`config.mk`:
```
export PLATFORM = sky130hd
export DESIGN_NAME = vga_pic_sprite
export DESIGN_NICKNAME = d
export VERILOG_FILES = /design/src/rtl/vga_pic_sprite.sv
export SDC_FILE = /design/constraint.sdc
export NUM_CORES = 1
export LEC_CHECK = 0
export BUFFER_PORTS_ARGS = -buffer_cell sky130_fd_sc_hd__buf_2
export CAP_MARGIN = 20
export CORE_AREA = 8 8 180 97
export CTS_CLUSTER_DIAMETER = 120
export DETAILED_ROUTE_END_ITERATION = 8
export DIE_AREA = 0 0 188 105
export PLACE_DENSITY = 0.53
export SYNTH_ARGS = -nofsm -noshare
export SYNTH_HDL_FRONTEND = slang
export SYNTH_SLANG_ARGS = --single-unit
```
`constraint.sdc`:
```
create_clock -name vga_clk -period 7.95 [get_ports vga_clk]
set_clock_uncertainty 0.15 [all_clocks]
set_input_delay 0 -clock vga_clk [delete_from_list [all_inputs] [get_ports vga_clk]]
set_output_delay 0 -clock vga_clk [all_outputs]
set_load 0.005 [all_outputs]
```
`src/rtl/vga_pic_sprite.sv`:
```
// Picture generator: selectable background pattern plus a ROM-backed sprite that can
// bounce one step per frame, with optional colour-key transparency. One pixel of latency.
module vga_pic_sprite #(
    parameter int          H_VALID   = 640,
    parameter int          V_VALID   = 480,
    parameter int          IMG_W     = 100,
    parameter int          IMG_H     = 100,
    parameter int          ADDR_W    = 14,
    parameter int          STEP      = 1,
    parameter logic [15:0] KEY_COLOR = 16'hF81F
) (
    input  logic              vga_clk,
    input  logic              sys_rst_n,
    input  logic [9:0]        pix_x,
    input  logic [9:0]        pix_y,
    input  logic [1:0]        mode,
    input  logic [15:0]       bg_color,
    input  logic              move_en,
    input  logic              key_en,
    output logic              rom_rd_en,
    output logic [ADDR_W-1:0] rom_addr,
    input  logic [15:0]       rom_data,
    output logic [15:0]       pix_data,
    output logic              frame_end
);

    localparam logic [9:0]        H_LIM     = 10'(H_VALID);
    localparam logic [9:0]        V_LIM     = 10'(V_VALID);
    localparam logic [10:0]       X_MAX     = 11'(H_VALID - IMG_W);
    localparam logic [10:0]       Y_MAX     = 11'(V_VALID - IMG_H);
    localparam logic [10:0]       X_CTR     = 11'((H_VALID - IMG_W) / 2);
    localparam logic [10:0]       Y_CTR     = 11'((V_VALID - IMG_H) / 2);
    localparam logic [10:0]       STEP_W    = 11'(STEP);
    localparam logic [10:0]       IMG_W_W   = 11'(IMG_W);
    localparam logic [10:0]       IMG_H_W   = 11'(IMG_H);
    localparam logic [ADDR_W-1:0] ADDR_LAST = ADDR_W'(IMG_W * IMG_H - 1);
    localparam int                BAR_W     = H_VALID / 10;

    typedef enum logic [1:0] {
        MODE_BARS    = 2'd0,
        MODE_CHECKER = 2'd1,
        MODE_SOLID   = 2'd2,
        MODE_GRID    = 2'd3
    } mode_e;

    mode_e             mode_q;
    logic [10:0]       img_x_q, img_x_d;
    logic [10:0]       img_y_q, img_y_d;
    logic              dir_x_q, dir_x_d;
    logic              dir_y_q, dir_y_d;
    logic [ADDR_W-1:0] rom_addr_q;
    logic              img_valid_q;
    logic [15:0]       bg_q, bg_d;
    logic              frame_end_q;
    logic              fe_hit;
    logic              in_window;
    logic              active;
    logic [3:0]        bar_idx;
    logic              keyed;

    function automatic logic [15:0] bar_color(input logic [3:0] idx);
        case (idx)
            4'd0:    bar_color = 16'hF800;
            4'd1:    bar_color = 16'hFC00;
            4'd2:    bar_color = 16'hFFE0;
            4'd3:    bar_color = 16'h07E0;
            4'd4:    bar_color = 16'h07FF;
            4'd5:    bar_color = 16'h001F;
            4'd6:    bar_color = 16'hF81F;
            4'd7:    bar_color = 16'h0000;
            4'd8:    bar_color = 16'hFFFF;
            4'd9:    bar_color = 16'hD69A;
            default: bar_color = 16'h0000;
        endcase
    endfunction

    assign fe_hit    = (pix_x == H_LIM - 10'd1) && (pix_y == V_LIM - 10'd1);
    assign in_window = ({1'b0, pix_x} >= img_x_q) && ({1'b0, pix_x} < img_x_q + IMG_W_W) &&
                       ({1'b0, pix_y} >= img_y_q) && ({1'b0, pix_y} < img_y_q + IMG_H_W);
    assign rom_rd_en = in_window && sys_rst_n;
    assign rom_addr  = rom_addr_q;
    assign frame_end = frame_end_q;

    // Bounce rules: clamp to the edge and reverse direction on reaching it.
    always_comb begin
        img_x_d = img_x_q;
        img_y_d = img_y_q;
        dir_x_d = dir_x_q;
        dir_y_d = dir_y_q;
        if (dir_x_q) begin
            if (img_x_q + STEP_W >= X_MAX) begin
                img_x_d = X_MAX;
                dir_x_d = 1'b0;
            end else begin
                img_x_d = img_x_q + STEP_W;
            end
        end else begin
            if (img_x_q <= STEP_W) begin
                img_x_d = '0;
                dir_x_d = 1'b1;
            end else begin
                img_x_d = img_x_q - STEP_W;
            end
        end
        if (dir_y_q) begin
            if (img_y_q + STEP_W >= Y_MAX) begin
                img_y_d = Y_MAX;
                dir_y_d = 1'b0;
            end else begin
                img_y_d = img_y_q + STEP_W;
            end
        end else begin
            if (img_y_q <= STEP_W) begin
                img_y_d = '0;
                dir_y_d = 1'b1;
            end else begin
                img_y_d = img_y_q - STEP_W;
            end
        end
    end

    always_comb begin
        active  = (pix_x < H_LIM) && (pix_y < V_LIM);
        bar_idx = 4'd0;
        for (int i = 1; i < 10; i++) begin
            if ({1'b0, pix_x} >= 11'(i * BAR_W)) begin
                bar_idx = 4'(i);
            end
        end
        bg_d = 16'h0000;
        if (active) begin
            case (mode_q)
                MODE_BARS:    bg_d = bar_color(bar_idx);
                MODE_CHECKER: bg_d = (pix_x[5] ^ pix_y[5]) ? 16'hFFFF : 16'h0000;
                MODE_SOLID:   bg_d = bg_color;
                MODE_GRID:    bg_d = (pix_x[4:0] == 5'd0 || pix_y[4:0] == 5'd0) ? 16'hFFFF : 16'h0000;
                default:      bg_d = 16'h0000;
            endcase
        end
    end

    // Mode and position only change at the frame boundary, so a frame never tears.
    always_ff @(posedge vga_clk) begin
        if (!sys_rst_n) begin
            mode_q      <= MODE_BARS;
            img_x_q     <= X_CTR;
            img_y_q     <= Y_CTR;
            dir_x_q     <= 1'b1;
            dir_y_q     <= 1'b1;
            rom_addr_q  <= '0;
            img_valid_q <= 1'b0;
            bg_q        <= 16'h0000;
            frame_end_q <= 1'b0;
        end else begin
            frame_end_q <= fe_hit;
            img_valid_q <= rom_rd_en;
            bg_q        <= bg_d;
            if (fe_hit) begin
                mode_q     <= mode_e'(mode);
                rom_addr_q <= '0;
                if (move_en) begin
                    img_x_q <= img_x_d;
                    img_y_q <= img_y_d;
                    dir_x_q <= dir_x_d;
                    dir_y_q <= dir_y_d;
                end
            end else if (rom_rd_en) begin
                rom_addr_q <= (rom_addr_q == ADDR_LAST) ? '0 : rom_addr_q + 1'b1;
            end
        end
    end

    assign keyed    = key_en && (rom_data == KEY_COLOR);
    assign pix_data = (img_valid_q && !keyed) ? rom_data : bg_q;

endmodule

```
**Word-level counts from Yosys, hierarchy flattened**

Memory sizes are Yosys's and may differ from the RTL's.
Cells that the tools add are included.

- Bits in writable memories: 0
- Bits in latches: 0
- Output and inout bits: 32
- ROM bits: 256
- Bits of input ports: 58
- Bits in registers: 58
- Memories kept: 1

Memory list:

| name | depth | bits a word | rd ports | clocked after Yosys merged registers in | write ports | RTL line | text |
|---|---|---|---|---|---|---|---|
| (no name shown) | 16 | 16 | 1 | 0 | 0 | 62 | `case (idx)` |

- Muxes and demuxes: 26
- Equal/unequal tests: 7
- Shifts and indexed selects: 0
- Add/subtract/negate cells: 7
- Multiply operators: 0
- Bitwise gates (word level): 2
- $lt $le $gt $ge: 19
- Reduce and logical (&&, ||, !) cells: 16
- Divide/modulo/power cells: 0

Operators with widths:

| cell | number |
|---|---|
| $mux W11 | 6 |
| $pmux W16 S4 | 1 |
| $mux W16 | 3 |
| $ge A10 B9 Y1 const B | 4 |
| $mux W4 | 8 |
| $add A11 B1 Y11 const B | 2 |
| $add A11 B7 Y11 const B | 2 |
| $ge A10 B11 Y1 | 2 |
| $le A11 B1 Y1 const B | 2 |
| $lt A10 B11 Y1 | 2 |
| $sub A11 B1 Y11 const B | 2 |
| $ge A10 B10 Y1 const B | 2 |
| $ge A10 B8 Y1 const B | 2 |
| $eq A16 B16 Y1 const B | 1 |
| $add A14 B1 Y14 const B | 1 |
| $eq A14 B14 Y1 const B | 1 |
| $mux W14 | 1 |
| $ge A11 B10 Y1 const B | 1 |
| $ge A11 B9 Y1 const B | 1 |
| $eq A10 B10 Y1 const B | 1 |
| $eq A10 B9 Y1 const B | 1 |
| $ge A10 B7 Y1 const B | 1 |
| $logic_not A5 Y1 | 2 |
| $lt A10 B10 Y1 const B | 1 |
| 12 further kinds | 27 |

**Depth between registers and ports, before layout**

Gate-level depths: netlist of the first run.
An unclocked memory read counts as a cell.

- Depth after elaboration: 12
- Gate-level depth with buffers: 14
- Gate-level depth less buffers: 12

**Worst setup path before layout of the first run**

No wires, ideal clock.

- Path kind: reg-to-reg
- Start: reg img_x_q[2]
- End: reg rom_addr_q[9] (netlist: rom_addr[9])
- Stages on the path, launching flop included: 13
- Library setup time: 0.066 ns
- Arrival: 3.559 ns
- Buffers on the path: 1
- Path slack: 4.174 ns
- Path through: dfxtp_1 ha_1 a211o_2 nand2_1 xnor2_1 ha_1 a211o_2 a211o_1 or4_4 or3_1 buf_6 or4_4 a21oi_2

- Longest elaborated chain between the ends: 6

RTL lines:

| item | RTL line | text |
|---|---|---|
| start, declared | 47 | `logic [10:0] img_x_q, img_x_d;` |
| start signal, assigned | 162 | `img_x_q <= img_x_d;` |
| $add A11 B7 Y11 | 78 | `assign in_window = ({1'b0, pix_x} >= img_x_q) && ({1'b0, pix_x} < img_x_q + IMG_W_W) &&` |
| $lt A10 B11 Y1 | 78 |  |
| $logic_and A1 B1 Y1 * (2 in a row) | 78 |  |
| $logic_and A1 B1 Y1 * | 79 | `({1'b0, pix_y} >= img_y_q) && ({1'b0, pix_y} < img_y_q + IMG_H_W);` |
| $logic_and A1 B1 Y1 * | 80 | `assign rom_rd_en = in_window && sys_rst_n;` |
| end signal, assigned | 168 | `rom_addr_q <= (rom_addr_q == ADDR_LAST) ? '0 : rom_addr_q + 1'b1;` |
| end, declared | 51 | `logic [ADDR_W-1:0] rom_addr_q;` |

Mark *: on every way between the ends. The rest lies on a longest branch, timed or not.
A chain may end at the register's enable or synchronous reset.

**Worst setup path after layout of the first run**

Ends and elaborated chain as after synthesis.

==> results of run 1 <==
==> layer usage <==
metal | GRT usage, % | vias up
li1 | - | 2644
met1 | 26.1 | 2578
met2 | 26.3 | 225
met3 | 5.77 | 25
met4 | 5.26 | 0
met5 | 0 | -
==> kinds of logic after synthesis <==
group | after synthesis | share of synthesized area [%]
simple gates | 266 | 27.2
compound gates | 182 | 23.4
buf+inv | 74 | 6.23
flops | 58 | 22.8
fa+ha+maj | 47 | 11.5
xor+xnor | 30 | 5.15
mux | 17 | 3.68
==> worst max-delay path: stages, from the launching register on <==
cell and delay [ns]:
dfxtp_1 0.40, ha_1 0.32, a211o_2 0.38, nand2_1 0.09, xnor2_1 0.12, ha_1 0.26, a211o_2 0.33, a211o_1 0.30
or4_4 0.54, or3_1 0.50, or4_4 0.56, a21oi_2 0.13
==> cell usage in the layout, fill, tap and decap left out, types with 8 or more instances in the layout <==
cell	netlist	final
a211oi_1	8	8
a21o_1	8	8
a21oi_1	54	54
and3_1	14	14
buf_2	1	89
clkbuf_16	0	9
dfxtp_1	58	58
dlygate4sd3_1	0	17
ha_1	47	47
inv_1	37	37
mux2_2	14	14
nand2_1	65	65
nand2b_1	13	13
nand3_1	26	26
nand4_1	16	16
nor2_1	45	45
nor2b_1	16	16
nor3_1	20	20
nor4_1	11	11
o211ai_1	11	11
o21ai_0	38	38
xnor2_1	25	25
==> final cells by class <==
class	instances	area share [%]
multi-input combinational	542	59.1
inverter	38	2.32
antenna	2	0.0815
clock buffer	11	3.96
tap	204	4.16
timing repair buffer	107	10.2
sequential	58	18.9
clock inverter	5	1.26
==> power breakdown <==
part | internal [uW] | leakage (uW) | switching (uW)
Combinational | 44.3 | 0.00197 | 53.0
Clock | 282 | 0.000156 | 151
Sequential | 295 | 0.000469 | 2.77
Total | 621 | 0.00260 | 207
==> Yosys cell counts, types with 3 or more instances <==
cell type	instances	area [um^2]
a211o_1	4	35.0
a211o_2	3	30.0
a211oi_1	8	60.1
a21o_1	8	60.1
a21oi_1	54	270
a31oi_1	3	18.8
a41oi_1	4	35.0
and2_1	6	37.5
and3_1	14	87.6
and4_1	4	35.0
clkbuf_1	30	113
dfxtp_1	58	1160
ha_1	47	588
inv_1	37	139
mux2_2	14	158
mux2i_1	3	30.0
nand2_1	65	244
nand2b_1	13	81.3
nand3_1	26	130
nand4_1	16	100
nor2_1	45	169
nor2b_1	16	100
nor3_1	20	100
nor4_1	11	68.8
nor4b_1	4	35.0
o2111ai_1	6	52.6
o211ai_1	11	82.6
o21a_1	5	37.5
o21ai_0	38	190
o22ai_1	4	25.0
o311ai_0	3	26.3
o31ai_1	4	30.0
o41ai_1	3	26.3
or2_2	5	31.3
or3_1	6	37.5
or4_1	5	37.5
xnor2_1	25	219
xor2_1	5	43.8
==> stage by stage <==
stage | cell area [um^2] | util, %
after detailed placement | 5640 | 37.8
after global placement | 5640 | 37.8
after global routing | 6140 | 41.1
after CTS | 6130 | 41.1
final | 6140 | 41.1
after floorplan | 5100 | -
==> registers in the layout, summed over array words and instances, names as in the netlist <==
name / flops
bg_q: 16
rom_addr: 14
img_x_q: 11
img_y_q: 11
mode_q: 2
dir_x_q: 1
dir_y_q: 1
frame_end: 1
img_valid_q: 1
==> how the worst max path moves through the flow <==
| stage | cells past startpoint | slack (ns) | to | startpoint |
|---|---|---|---|---|
| 6_report | 11 | 3.80 | rom_addr[9]$_SDFFE_PP0P_ | img_x_q[2]$_SDFFE_PN1P_ |
| 4_1_cts | 11 | 3.81 | rom_addr[9]$_SDFFE_PP0P_ | img_x_q[2]$_SDFFE_PN1P_ |
| 5_1_grt | 11 | 3.62 | rom_addr[9]$_SDFFE_PP0P_ | img_x_q[2]$_SDFFE_PN1P_ |
| 3_3_place_gp | 11 | 3.88 | rom_addr[9]$_SDFFE_PP0P_ | img_x_q[2]$_SDFFE_PN1P_ |
| 2_1_floorplan | 12 | 4.17 | rom_addr[9]$_SDFFE_PP0P_ | img_x_q[2]$_SDFFE_PN1P_ |
| 3_5_place_dp | 11 | 3.83 | rom_addr[9]$_SDFFE_PP0P_ | img_x_q[2]$_SDFFE_PN1P_ |
==> flow_summary_export.csv, run 1 <==
group,metric,value,unit
run_status,status,"finished clean",
finish,finish.net_count,861,
detailed_routing,drc,0,
detailed_routing,drt-met1-wl,9.02,mm
power_and_ir_drop,ir_drop,0.101,mV
hold_path,hold_path_class,"in2reg",
floorplan,core_area,0.0149,mm^2
place,place_hpwl,14.0,mm
finish,nFillCells,1507,
synthesis,synth_edf_count,0,
detailed_routing,drt_pass1_iterations,6,
sta,finalCritPeriodShare,52.2,%
finish,seq_area,0.00116,mm^2
synthesis,synth_nets,779,
place,placedCellCount,932,
clock_tree,post_cts_buffers,0,
detailed_routing,vias,5472,
sta,tightestPinTransition,1.14,ns
sta,relSlewSlack,23.6,%
synthesis,async_flop_share,0,%
detailed_routing,wl_met2,7.46,mm
floorplan,row_count,32,
sta,rsz0062_at_grt,"no",
clock_tree,hold_buffers,17,
synthesis,synthDistinctLibCells,66,
synthesis,synth.avg_cell_area,7.57,um^2
finish,drive_gt1_share,18.5,%
detailed_routing,wirelength,18.3,mm
global_routing,grt_use_total,18.5,%
global_routing,grt_pass1_wl,30.0,mm
hold_path,holdPathStages,4,
worst_setup_path,critPathArrivalTime,4.27,ns
worst_setup_path,r2r_slack,3.80,ns
place,pre_cts_slack,3.83,ns
clock_tree,clkTransAtPathRegs,0.06,ns
clock_tree,ctsResizeCount,0,
worst_setup_path,crit_path_max_fanout,10,
floorplan,pin_count,90,
clock_tree,cts.sinks,58,
power_and_ir_drop,power_density,135,mW/mm^2
place,io_buffer_count,89,
clock_tree,cts_buffers,9,
detailed_routing,wl_met3,1.54,mm
power_and_ir_drop,leakagePower,0.00260,uW
floorplan,start_util,34.2,%
worst_setup_path,worst_setup_path_end_kind,"register",
floorplan,dieArea,0.0197,mm^2
power_and_ir_drop,finalPower,828,uW
global_routing,grt_pass1_vias,5558,
clock_tree,root_buffer,"clkbuf_16",
finish,syn_to_final_growth,20.3,%
detailed_routing,drt_iter0_markers,559,
worst_setup_path,reg2reg_from,"img_x_q[2]$_SDFFE_PN1P_",
sta,slew_viol_final,0,
worst_setup_path,criticalPathCategory,"reg2reg",
sta,max_freq,0.241,GHz
global_routing,grt.overflow.total,0,
synthesis,ys_seq_area_share,22.8,%
clock_tree,h-tree-depth,3,
sta,worst_slack,3.80,ns
sta,period_minus_slack,4.15,ns
detailed_routing,top_layer,"met4",
global_routing,grt_max_degree,23,
detailed_routing,wl_per_cell,19.0,um
worst_setup_path,critical_path.startpoint_type,"register",
run,maxCapViolCount,0,
sta,hold_viol,0,
clock_tree,cts_tree,"done",
place,gp_congestion,0.884,
floorplan,die_w,188,um
finish,finalNonFillerCells,967,
sta,finalSetupTns,0,ns
finish,multiInputGateArea,0.00363,mm^2
sta,worst_hold_slack,0.0302,ns
sta,setup_viol,0,
clock_tree,cts_buffer_depth,2,
synthesis,syn_area,0.00510,mm^2
worst_setup_path,ff2ff_path_depth,11,
synthesis,syn_inst,674,
hold_path,min_to,"bg_q[14]$_SDFF_PN0_",
worst_setup_path,r2r_end,"rom_addr[9]$_SDFFE_PP0P_",
floorplan,chipHeight,105,um
global_routing,antenna_found_initial,2,
worst_setup_path,required,8.07,ns
hold_path,min_from,"bg_color[14]",
detailed_routing,routed_via_density,5.66,
synthesis,synth-seq-cells,58,
synthesis,yosysWarnings,0,
detailed_routing,ant_nets,0,
clock_tree,clock_latency,0.34,ns
synthesis,synth_ff_type,"dfxtp_1",
No activity file was read; power rests on OpenSTA's default activity.
==> run 2: changes to the inputs <==
==> config.mk (replaced) <==
export PLATFORM = sky130hd
export DESIGN_NAME = vga_pic_sprite
export DESIGN_NICKNAME = d
export VERILOG_FILES = /design/src/rtl/vga_pic_sprite.sv
export SDC_FILE = /design/constraint.sdc
export NUM_CORES = 1
export LEC_CHECK = 0
export ABC_AREA = 1
export BUFFER_PORTS_ARGS = -buffer_cell sky130_fd_sc_hd__buf_2
export CAP_MARGIN = 20
export CORE_AREA = 8 8 182 98
export CTS_CLUSTER_DIAMETER = 120
export DETAILED_ROUTE_END_ITERATION = 8
export DIE_AREA = 0 0 190 106
export PLACE_DENSITY = 0.52
export SYNTH_ARGS = -nofsm -noshare
export SYNTH_HDL_FRONTEND = slang
export SYNTH_SLANG_ARGS = --single-unit
==> constraint.sdc (replaced) <==
create_clock -name vga_clk -period 4.3 [get_ports vga_clk]
set_clock_uncertainty 0.15 [all_clocks]
set_input_delay 0 -clock vga_clk [delete_from_list [all_inputs] [get_ports vga_clk]]
set_output_delay 0 -clock vga_clk [all_outputs]
set_load 0.005 [all_outputs]
==> flow_summary_export.csv, run 2 <==
group,metric,value,unit
run_status,status,"finished clean",
synthesis,synth_area_leaders,"dfxtp_1, nand2_1, ha_1, inv_1, xor2_1",
synthesis,synth_top_family_by_area,"simple AND/OR/NAND/NOR gates",
sta,max_freq,0.284,GHz
detailed_routing,ant_nets,0,
floorplan,die_w,190,um
floorplan,core_area,0.0156,mm^2
hold_path,hold_path_class,"in2reg",
synthesis,async_flop_share,0,%
finish,mostFrequentLayoutCells,"nand2_1, inv_1, buf_2",
finish,drive_gt1_share,15.5,%
sta,hold_viol,0,
finish,nFillCells,1665,
synthesis,synth-compound-area-share,12.3,%
worst_setup_path,critPathArrivalTime,3.37,ns
power_and_ir_drop,seqPwrFrac,35.5,%
power_and_ir_drop,power_density,242,mW/mm^2
global_routing,antenna_found_initial,1,
sta,setup_viol,0,
floorplan,chipHeight,106,um
clock_tree,clkTransAtPathRegs,0.06,ns
worst_setup_path,required,4.15,ns
global_routing,grt_use_total,16.6,%
synthesis,synthSimpleGateAreaFrac,33.6,%
detailed_routing,drt_iter0_markers,385,
sta,finalCritPeriodShare,81.8,%
detailed_routing,wirelength,16.6,mm
synthesis,syn_area,0.00519,mm^2
sta,period_minus_slack,3.52,ns
sta,rsz0062_at_grt,"no",
clock_tree,h-tree-depth,3,
finish,regMostFlops,"bg_q",
worst_setup_path,critical_path.startpoint_type,"register",
place,gp_congestion,0.914,
power_and_ir_drop,ir_drop,0.177,mV
finish,finalNonFillerCells,1117,
synthesis,synthDistinctLibCells,43,
clock_tree,cts.sinks,58,
power_and_ir_drop,combPwrFrac,11.1,%
sta,finalSetupTns,0,ns
synthesis,synth_xor_area_share,7.40,%
clock_tree,ctsResizeCount,0,
power_and_ir_drop,p_sw_share,24.0,%
synthesis,synth_edf_count,0,
worst_setup_path,crit_path_max_fanout,15,
clock_tree,cts_buffers,9,
clock_tree,root_buffer,"clkbuf_16",
place,pre_cts_slack,1.05,ns
finish,largest_register_ffs,16,
floorplan,row_count,33,
worst_setup_path,criticalPathCategory,"reg2out",
run,maxCapViolCount,0,
floorplan,pin_count,90,
synthesis,synth_most_common_cell,"nand2_1",
synthesis,synth_fa_ha_area_share,11.3,%
synthesis,synth.avg_cell_area,6.48,um^2
synthesis,ys_seq_area_share,22.4,%
power_and_ir_drop,leakagePower,0.00323,uW
sta,tightestPinTransition,0.964,ns
power_and_ir_drop,p_switching,370,uW
power_and_ir_drop,clkPwrFrac,53.5,%
detailed_routing,routed_via_density,4.84,
global_routing,grt.overflow.total,0,
clock_tree,clock_latency,0.33,ns
sta,slew_viol_final,0,
worst_setup_path,worst_setup_path_end_kind,"primary output",
floorplan,start_util,33.3,%
synthesis,syn_inst,801,
synthesis,muxShareOfSynthArea,2.58,%
finish,finish.net_count,1007,
global_routing,grt_max_degree,22,
finish,seq_area,0.00116,mm^2
clock_tree,cts_buffer_depth,2,
synthesis,synth_ff_type,"dfxtp_1",
sta,relSlewSlack,35.5,%
finish,multiInputGateArea,0.00349,mm^2
finish,syn_to_final_growth,22.5,%
sta,worst_slack,0.781,ns
global_routing,grt_pass1_wl,27.6,mm
floorplan,dieArea,0.0201,mm^2
detailed_routing,drt_pass1_iterations,7,
synthesis,synth-seq-cells,58,
place,place_hpwl,13.2,mm
detailed_routing,vias,5403,
clock_tree,cts_tree,"done",
place,io_buffer_count,89,
synthesis,post_synth_most_frequent_cells,"nand2_1, inv_1, nor2_1",
synthesis,synth_area_leader_cell,"dfxtp_1",
power_and_ir_drop,internal-power,1170,uW
global_routing,grt_pass1_vias,5111,
finish,final_common_cell,"nand2_1",
synthesis,synth_top_area_share,22.4,%
synthesis,yosysWarnings,0,
finish,diodes,0,
detailed_routing,wl_per_cell,14.9,um
detailed_routing,drc,0,
place,placedCellCount,1079,
synthesis,synth_nets,906,
-- run 2: cell types whose count changed in the layout (fill, tap and decap cells not counted), sizes merged, moves of 16 or more --
cell	previous run	this run
nand4	16	48
nand2	65	200
inv	37	111
nor2	45	65
xor2	5	40
nand3	26	43
nor2b	16	0
xnor2	25	3
-- run 2: final timing paths --
path         slack, ns                       from                        end  cells after the start
max               0.78    img_y_q[2]$_SDFFE_PN1P_                  rom_rd_en                     16
min               0.02                   pix_x[6]       frame_end$_SDFF_PN0_                      5
max reg2reg       1.04    img_y_q[2]$_SDFFE_PN1P_  rom_addr[12]$_SDFFE_PP0P_                     16
min reg2reg       0.36  rom_addr[13]$_SDFFE_PP0P_  rom_addr[13]$_SDFFE_PP0P_                      2
-- run 2: what timing repair did --
action	in CTS	in global routing
setup buffers	0	0
hold buffers	20	0
hold endpoints to repair	33	0
-- run 2: logic make-up after synthesis --
family | after synthesis
multiplexers | 12
adder cells (fa/ha/maj) | 47
flip-flops | 58
buffers and inverters | 137
XOR/XNOR | 43
AND/OR/NAND/NOR | 387
AO/OA/AOI/OAI | 117
-- run 2: cell type report --
class	instances	share of cell area, %
flip-flops and latches	58	18.3
repair buffers	115	10.8
multi-input cells	606	54.8
clock buffers	12	4.19
inverters	112	6.61
clock inverters	4	1.14
well taps	210	4.13
-- run 2: power groups by stage --
stage | combinational [uW] | clock (uW) | sequential (uW)
floorplan | 83.6 | 0 | 557
global placement | 157 | 0 | 558
detailed placement | 155 | 0 | 558
CTS | 171 | 841 | 546
global route | 193 | 860 | 547
finish | 170 | 824 | 546
-- run 2: per-stage QoR --
step	area, um^2	utilization (%)	total power [uW]	hold WS [ns]
4_1_cts	6350	40.8	1560	0.00998
6_report	6360	40.8	1540	0.0223
3_3_place_gp	5810	37.3	714	0.0660
5_1_grt	6360	40.8	1600	0.0475
3_5_place_dp	5810	37.3	713	0.0626
2_1_floorplan	5190	-	641	-0.0373
-- run 2: layer usage --
metal  global-route usage [%]  up-vias  part of all wire (%)
met1                     26.6     2423                    57
met4                     1.78        2                  0.24
li1                         -     2849                     -
met3                     3.73        6                   5.9
met5                        0        -                 0.060
met2                     22.2      123                    36
-- run 2: worst max-delay path, cell delays in order, from the launching register on --
cell and delay, ns:
dfxtp_1 0.51, ha_1 0.34, nand2_1 0.10, nand2_2 0.10, xor2_1 0.16, ha_1 0.26, a21o_1 0.18, nor2_1 0.09
nand2_1 0.06, nand2_1 0.06, nand2_1 0.05, nand2_1 0.07, a21boi_2 0.08, nor2_4 0.32, nand3_2 0.37, inv_1 0.17
buf_2 0.13
